## src/rtl/saper_click_pkg.sv

```systemverilog
// saper_click_pkg: shared types and index constants for the mouse click controller.
package saper_click_pkg;
    localparam int IND_W = 5;
    localparam logic [IND_W-1:0] IND_OFF = IND_W'(0);
    localparam logic [IND_W-1:0] IND_OVER = IND_W'(16);
    typedef enum logic {CLICK_REVEAL = 1'b0, CLICK_FLAG = 1'b1} click_type_t;
    typedef enum logic [1:0] {ST_IDLE, ST_ARMED_L, ST_ARMED_R, ST_CANCEL} click_state_t;
endpackage

```

## src/rtl/cell_click_ctl_btn_edge.sv

```systemverilog
// btn_edge: registers a button level and derives one-cycle press/release pulses.
module btn_edge (
    input  logic clk,
    input  logic rst,
    input  logic level_i,
    output logic press_o,
    output logic release_o
);
    logic level_q;
    always_ff @(posedge clk) begin
        if (rst) level_q <= 1'b0;
        else     level_q <= level_i;
    end
    assign press_o   = level_i & ~level_q;
    assign release_o = ~level_i & level_q;
endmodule

```

## src/rtl/cell_click_ctl.sv

```systemverilog
// cell_click_ctl: turns button levels and cell indices into validated one-cycle click events.
module cell_click_ctl
    import saper_click_pkg::*;
#(
    parameter int IND_W = saper_click_pkg::IND_W
) (
    input  logic             clk,
    input  logic             rst,
    input  logic [IND_W-1:0] mouse_xpos_ind,
    input  logic [IND_W-1:0] mouse_ypos_ind,
    input  logic             left,
    input  logic             right,
    input  logic [IND_W-1:0] board_size,
    input  logic             game_active,
    output logic             click_valid,
    output logic [IND_W-1:0] click_x,
    output logic [IND_W-1:0] click_y,
    output logic             click_type,
    output logic             armed
);
    logic l_press, l_rel, r_press, r_rel;
    logic cell_ok, same_cell, emit, capture;
    click_type_t emit_type, click_type_q;
    click_state_t state_q, state_d;
    logic [IND_W-1:0] cap_x_q, cap_y_q, click_x_q, click_y_q;
    logic click_valid_q;

    function automatic logic ind_ok(input logic [IND_W-1:0] ind, input logic [IND_W-1:0] size);
        return (ind != IND_W'(IND_OFF)) && (ind != IND_W'(IND_OVER)) && (ind <= size);
    endfunction

    btn_edge u_left (.clk(clk), .rst(rst), .level_i(left), .press_o(l_press), .release_o(l_rel));
    btn_edge u_right (.clk(clk), .rst(rst), .level_i(right), .press_o(r_press), .release_o(r_rel));

    assign cell_ok   = ind_ok(mouse_xpos_ind, board_size) && ind_ok(mouse_ypos_ind, board_size);
    assign same_cell = (mouse_xpos_ind == cap_x_q) && (mouse_ypos_ind == cap_y_q);

    always_ff @(posedge clk) begin
        if (rst) state_q <= ST_IDLE;
        else     state_q <= state_d;
    end

    // Any press that involves the other button, or an off-board cell, parks in CANCEL.
    always_comb begin
        state_d = state_q;
        if (!game_active) state_d = ST_IDLE;
        else begin
            case (state_q)
                ST_IDLE: begin
                    if (l_press && !right && cell_ok)      state_d = ST_ARMED_L;
                    else if (r_press && !left && cell_ok)  state_d = ST_ARMED_R;
                    else if (l_press || r_press)           state_d = ST_CANCEL;
                end
                ST_ARMED_L: state_d = right ? ST_CANCEL : (l_rel ? ST_IDLE : ST_ARMED_L);
                ST_ARMED_R: state_d = left ? ST_CANCEL : (r_rel ? ST_IDLE : ST_ARMED_R);
                ST_CANCEL:  state_d = (!left && !right) ? ST_IDLE : ST_CANCEL;
                default:    state_d = ST_IDLE;
            endcase
        end
    end

    always_comb begin
        emit      = 1'b0;
        emit_type = CLICK_REVEAL;
        capture   = 1'b0;
        if (game_active) begin
            emit = cell_ok && same_cell &&
                   (((state_q == ST_ARMED_L) && l_rel && !right) ||
                    ((state_q == ST_ARMED_R) && r_rel && !left));
            emit_type = (state_q == ST_ARMED_R) ? CLICK_FLAG : CLICK_REVEAL;
            capture   = (state_q == ST_IDLE) && ((state_d == ST_ARMED_L) || (state_d == ST_ARMED_R));
        end
    end

    always_ff @(posedge clk) begin
        if (rst) begin
            click_valid_q <= 1'b0;
            click_x_q     <= '0;
            click_y_q     <= '0;
            click_type_q  <= CLICK_REVEAL;
            cap_x_q       <= '0;
            cap_y_q       <= '0;
        end else begin
            click_valid_q <= emit;
            if (emit) begin
                click_x_q    <= cap_x_q;
                click_y_q    <= cap_y_q;
                click_type_q <= emit_type;
            end
            if (capture) begin
                cap_x_q <= mouse_xpos_ind;
                cap_y_q <= mouse_ypos_ind;
            end
        end
    end

    assign click_valid = click_valid_q;
    assign click_x     = click_x_q;
    assign click_y     = click_y_q;
    assign click_type  = click_type_q;
    assign armed       = (state_q == ST_ARMED_L) || (state_q == ST_ARMED_R);
endmodule

```

## config.mk

```make
export PLATFORM = sky130hd
export DESIGN_NAME = cell_click_ctl
export DESIGN_NICKNAME = d
export VERILOG_FILES = /design/src/rtl/saper_click_pkg.sv /design/src/rtl/cell_click_ctl_btn_edge.sv /design/src/rtl/cell_click_ctl.sv
export SDC_FILE = /design/constraint.sdc
export NUM_CORES = 1
export LEC_CHECK = 0
export BUFFER_PORTS_ARGS = -buffer_cell sky130_fd_sc_hd__buf_2
export CORE_MARGIN = 2
export CORE_UTILIZATION = 30
export DETAILED_ROUTE_END_ITERATION = 16
export PLACE_DENSITY = 0.46
export SETUP_SLACK_MARGIN = 0.15
export SYNTH_ARGS = -nofsm -noshare
export SYNTH_HDL_FRONTEND = slang
export SYNTH_SLANG_ARGS = --single-unit
```

## constraint.sdc

```tcl
create_clock -name clk -period 3.8 [get_ports clk]
set_input_delay 0.57 -clock clk [delete_from_list [all_inputs] [get_ports clk]]
set_output_delay 0.57 -clock clk [all_outputs]
set_load 0.005 [all_outputs]
```

Word-level counts from Yosys, hierarchy flattened
Index checks and enable logic that the tools add are counted.
Word-level totals
  register bits after elaboration: 26
  input port bits: 20
  output and inout bits: 13
  word-level logic and storage cells: 69
Operators by class
  $lt $le $gt $ge: 2
  eq/ne operators: 9
  multiplexer cells: 14
  bitwise logic cells: 8
  reduce and logical (&&, ||, !) cells: 27
Operators by type and width (count)
  logical AND 1 bit: 18
  two-way mux 2 bit: 8
  equality test 5 bit: 2
  <= comparator 5 bit: 2
  inequality test 5 bit (second input constant): 2
  nonzero test 5 bit: 2
  one-hot mux 2 bit (4 select lines): 1
  equality test 2 bit (second input constant): 3
  two-way mux 1 bit: 5
  bitwise AND 1 bit: 4
  equality test 2 x 1 -> 1 bit (second input constant): 2
  logical OR 1 bit: 4
  inverter 1 bit: 4
  zero test 1 bit: 2
  zero test 2 bit: 1

Depth between registers and ports, before layout
  depth after elaboration: 13
  gate-level depth with buffers: 10
  depth with buffers taken out: 9

By module
Synthesis repeated with hierarchy kept, for this count alone.
Unflattened totals
  cell total of the unflattened synthesis: 171
  area total of the unflattened synthesis: 1572.8 um2
By module, submodules not included
  cell_click_ctl: instances 1, cells an instance 163, area an instance 1495.2 um2, sequential area each 480.5 um2
  btn_edge: instances 2, cells an instance 4, area an instance 38.8 um2, sequential area each 20.0 um2

Worst setup path after synthesis
No wires, ideal clock.
  path kind: in2reg
  start: input board_size[3]
  end: register cap_x_q[0]
  library setup time: 0.120 ns
  data arrival time: 2.201 ns
  required time: 3.680 ns
  slack: 1.480 ns
  stages on the path: 10
  buffers on the path: 1
  cells stage by stage: inv_1 -> ha_1 -> a21o_1 -> a21oi_1 -> a32o_2 -> nand3_4 -> o31a_1 -> o211a_1 -> buf_6 -> mux2i_1
Between the ends
  longest elaborated chain between the ends: 12
  elaborated cells on any way between the ends: 16
  those cells by class: 2 x order compare; 2 x eq/ne; 5 x mux; 7 x reduce/logical
RTL lines
  from (decl): RTL line cell_click_ctl.sv:13  | input logic [IND_W-1:0] board_size,
  <= comparator 5 bit: RTL line cell_click_ctl.sv:29  | return (ind != IND_W'(IND_OFF)) && (ind != IND_W'(IND_OVER)) && (ind <= size);
  logical AND 1 bit: RTL line cell_click_ctl.sv:29
  logical AND 1 bit *: RTL line cell_click_ctl.sv:35  | assign cell_ok = ind_ok(mouse_xpos_ind, board_size) && ind_ok(mouse_ypos_ind, board_size);
  logical AND 1 bit: RTL line cell_click_ctl.sv:51  | else if (r_press && !left && cell_ok) state_d = ST_ARMED_R;
  two-way mux 2 bit: RTL line cell_click_ctl.sv:51
  two-way mux 2 bit *: RTL line cell_click_ctl.sv:50  | if (l_press && !right && cell_ok) state_d = ST_ARMED_L;
  one-hot mux 2 bit (4 select lines) *: RTL line cell_click_ctl.sv:48  | case (state_q)
  two-way mux 2 bit *: RTL line cell_click_ctl.sv:46  | if (!game_active) state_d = ST_IDLE;
  equality test 2 x 1 -> 1 bit or equality test 2 bit (tied branches): RTL line cell_click_ctl.sv:71  | capture = (state_q == ST_IDLE) && ((state_d == ST_ARMED_L) || (state_d == ST_ARMED_R));
  logical OR 1 bit *: RTL line cell_click_ctl.sv:71
  logical AND 1 bit *: RTL line cell_click_ctl.sv:71
  two-way mux 1 bit *: RTL line cell_click_ctl.sv:66  | if (game_active) begin
  to (signal assigned): RTL line cell_click_ctl.sv:91  | cap_x_q <= mouse_xpos_ind;
  to (decl): RTL line cell_click_ctl.sv:25  | logic [IND_W-1:0] cap_x_q, cap_y_q, click_x_q, click_y_q;
Mark *: on every way between the ends. The rest lies on a longest branch, timed or not.
A chain may end at the register's enable or synchronous reset.

Worst setup path in the final report
  start: input mouse_xpos_ind[4]
  end: register cap_y_q[1]
Between the ends
  longest elaborated chain between the ends: 13
  elaborated cells on any way between the ends: 17
  those cells by class: 1 x order compare; 3 x eq/ne; 5 x mux; 8 x reduce/logical
RTL lines
  from (decl): RTL line cell_click_ctl.sv:9  | input logic [IND_W-1:0] mouse_xpos_ind,
  branches (longest 2 deep; another with <= comparator 5 bit)
  logical AND 1 bit *: RTL line cell_click_ctl.sv:29
  logical AND 1 bit *: RTL line cell_click_ctl.sv:35
  logical AND 1 bit: RTL line cell_click_ctl.sv:51
  two-way mux 2 bit: RTL line cell_click_ctl.sv:51
  two-way mux 2 bit *: RTL line cell_click_ctl.sv:50
  one-hot mux 2 bit (4 select lines) *: RTL line cell_click_ctl.sv:48
  two-way mux 2 bit *: RTL line cell_click_ctl.sv:46
  equality test 2 x 1 -> 1 bit or equality test 2 bit (tied branches): RTL line cell_click_ctl.sv:71
  logical OR 1 bit *: RTL line cell_click_ctl.sv:71
  logical AND 1 bit *: RTL line cell_click_ctl.sv:71
  two-way mux 1 bit *: RTL line cell_click_ctl.sv:66
  to (signal assigned): RTL line cell_click_ctl.sv:92  | cap_y_q <= mouse_ypos_ind;
  to (decl): RTL line cell_click_ctl.sv:25
Mark *: on every way between the ends.

==> impl_metrics.yaml <==
logic_synthesis:
  yosysWarningCount: 0
  syn_area_mm2: 0.00169
  synthesis.nets: 218
  synth_seq_cells: 26
  yosys.area.top_type: "dfxtp_1"
  syn_inst: 183
  synth_top_area_share_pct: 30.7
  yosysMostFrequentCell: "dfxtp_1"
  async_flop_share_pct: 0
  seq_area_frac_synth_pct: 30.7
  syn_avg_cell_area_um2: 9.25
  synth_edf_count: 0
  synth_cell_types: 39
  synth-main-ff-cell: "dfxtp_1"
  synth_commonest_cells: "dfxtp_1, mux2i_1, ha_1, nor2_1, or2b_2"
  synthTopCellsByArea: "dfxtp_1, mux2i_1, ha_1"
global_routing:
  grt_util_met3_pct: 2.27
  grt_max_degree: 37
  grtUsageMet1_pct: 17.1
  grtUsageTotal_pct: 12.8
  busiest_layer: "met2"
  met2_usage_pct: 20.7
  grt_first_pass_wirelength_um: 6340
  grt_pass1_vias: 1383
  grt-ovfl-total: 0
  antenna_found_initial: 0
cts:
  worstSkewPairLatency_ns: 0.27
  cts_hold_buf: 0
  clk_pin_slew_ns: 0.09
  numCtsBuffers: 3
  cts_root_buffer: "clkbuf_8"
  cts.htree.levels: 1
  cts_setup_buffers: 0
  cts_resized: 0
  cts_buffer_depth: 2
  cts_tree: "built"
  cts.sinks: 26
layout:
  fin_nets: 249
  diodes: 0
  syn_to_final_growth_pct: 16.9
  utilization_pct: 36.1
  final_cell_count_no_fill: 285
  layout-drive-gt1-share_pct: 27.2
sta:
  rsz0062_at_grt: "no"
  setup_viol: 0
  report.final.hold_viol_count: 0
  tightest_slew_ns: 0.583
  min_period_over_period_pct: 65.3
  skew_ns: 0.00405
  tns_ns: 0
  relSlewSlack_pct: 61.1
  min_period_ns: 2.48
  drv_slew: 0
  hold_ws_ns: 0.499
  fmax_mhz: 403
  setup_ws_ns: 1.32
worst_setup_path:
  r2r_slack_ns: 1.45
  critPathSlowestCell: "o211a_1"
  critPathBufInv: 1
  reg2regPathDepth: 8
  critPathMaxFanout: 10
  path_cells: "buf_2 -> ha_1 -> a21oi_1 -> o221ai_1 -> o21ai_1 -> nand3_4 -> o31a_1 -> o211a_1 -> mux2i_1"
  worstPathRequired_ns: 3.94
  max_stage_delay_ns: 0.45
  r2r-start: "state_q[0]$_SDFF_PP0_"
  worst_setup_path_end_kind: "register"
  crit_type: "in2reg"
  crit_arrival_ns: 2.63
  timing.rr.end: "cap_y_q[1]$_SDFFE_PP0P_"
  start_kind: "primary input"
  crit_family: "compound AO/OA/AOI/OAI gates"
routing:
  wire_per_inst_um: 13.2
  viasPerCell: 4.67
  drt_iter0_drc: 30
  routed_wl_um: 3750
  antenna_left: 0
  num_vias: 1332
  dr.pass1.iters: 4
  drc: 0
power_and_ir_drop:
  p_leak_nw: 0.856
  powerDensity_mw_per_mm2: 344
  max-vdd-ir-drop_mv: 0.121
floorplanning:
  ios: 33
  fp.dieH_um: 79.1
  start_util_pct: 30.9
  die_w_um: 79.1
  dieArea_mm2: 0.00626
  fp-row-count: 27
  coreArea_mm2: 0.00547
place:
  gp_congestion: 0.794
  dpl.cell_count: 281
  hpwl_um: 2920
  numPortBuffers: 32
  dpl_worst_slack_ns: 1.01
hold_path:
  hold_path_depth: 2
  hold_path.class: "reg2reg"
  hold_end: "click_type$_SDFFE_PP0P_"
  hold_path.startpoint: "click_type$_SDFFE_PP0P_"
flow_run:
  drv_cap: 0
outcome:
  status: "complete, no violations"
-- kinds of logic (layout without fill, tap and decap cells) --
| kind of cell | after synthesis | in the layout | share of synthesized area, % |
|---|---|---|---|
| simple gates | 66 | 66 | 24.2 |
| flops | 26 | 26 | 30.7 |
| fa+ha+maj | 15 | 15 | 11.1 |
| buf+inv | 20 | 50 | 5.99 |
| xor+xnor | 10 | 10 | 5.17 |
| compound gates | 25 | 25 | 10.4 |
| mux | 21 | 21 | 12.4 |
-- state kept, by name (all words and copies together) (netlist names) --
signal	flops
click_x	5
state_q	2
click_type	1
click_y	5
cap_x_q	5
u_left.level_q	1
cap_y_q	5
u_right.level_q	1
click_valid	1
-- placed cells by master (no fill, tap or decap), types with 6 or more instances in the layout --
master / count
buf_2: 32
dfxtp_1: 26
ha_1: 15
inv_1: 13
mux2i_1: 21
nand2_1: 9
nor2_1: 14
o21ai_0: 6
or2b_1: 6
or2b_2: 14
xnor2_1: 9
-- worst register-to-register path: cells and delay by family (launching register included) --
family	cells	cell delay [ns]
AO/OA/AOI/OAI	3	0.93
flip-flops	1	0.37
AND/OR/NAND/NOR	2	0.35
adder cells (fa/ha/maj)	1	0.29
multiplexers	1	0.24
buffers and inverters	1	0.10
-- through the flow --
step	power (mW)	instance area, um^2
4_1_cts	0.695	1980
6_report	0.681	1980
3_3_place_gp	0.458	1910
3_5_place_dp	0.457	1910
5_1_grt	0.720	1980
2_1_floorplan	0.418	1690
-- per-layer routing --
metal	share of wire, %	wire length (um)
met1	51	1900
met2	44	1670
met3	3.5	131
met4	1.4	51
met5	0	0
-- worst max path at each step --
stage	startpoint	endpoint	slack (ns)	cells past startpoint
floorplan	board_size[3]	cap_x_q[0]$_SDFFE_PP0P_	1.48	10
finish	mouse_xpos_ind[4]	cap_y_q[1]$_SDFFE_PP0P_	1.32	9
detailed placement	mouse_xpos_ind[4]	cap_y_q[2]$_SDFFE_PP0P_	1.01	9
global route	board_size[4]	cap_x_q[1]$_SDFFE_PP0P_	1.17	10
global placement	mouse_xpos_ind[4]	cap_y_q[4]$_SDFFE_PP0P_	1.06	9
CTS	mouse_xpos_ind[4]	cap_y_q[1]$_SDFFE_PP0P_	1.30	9
-- where the power goes --
group          internal [mW]  switching, mW
sequential             0.286         0.0121
clock                  0.141         0.0904
combinational         0.0700         0.0815
-- area by class of cell --
cell class / instances / area [um^2]
clock inverters: 1 / 30.0
inverters: 13 / 48.8
clock buffers: 3 / 41.3
fillers: 604 / 3490
repair buffers: 33 / 168
multi-input cells: 137 / 1080
flip-flops and latches: 26 / 520
well taps: 72 / 90.1
(Power assumes the default switching activity.)
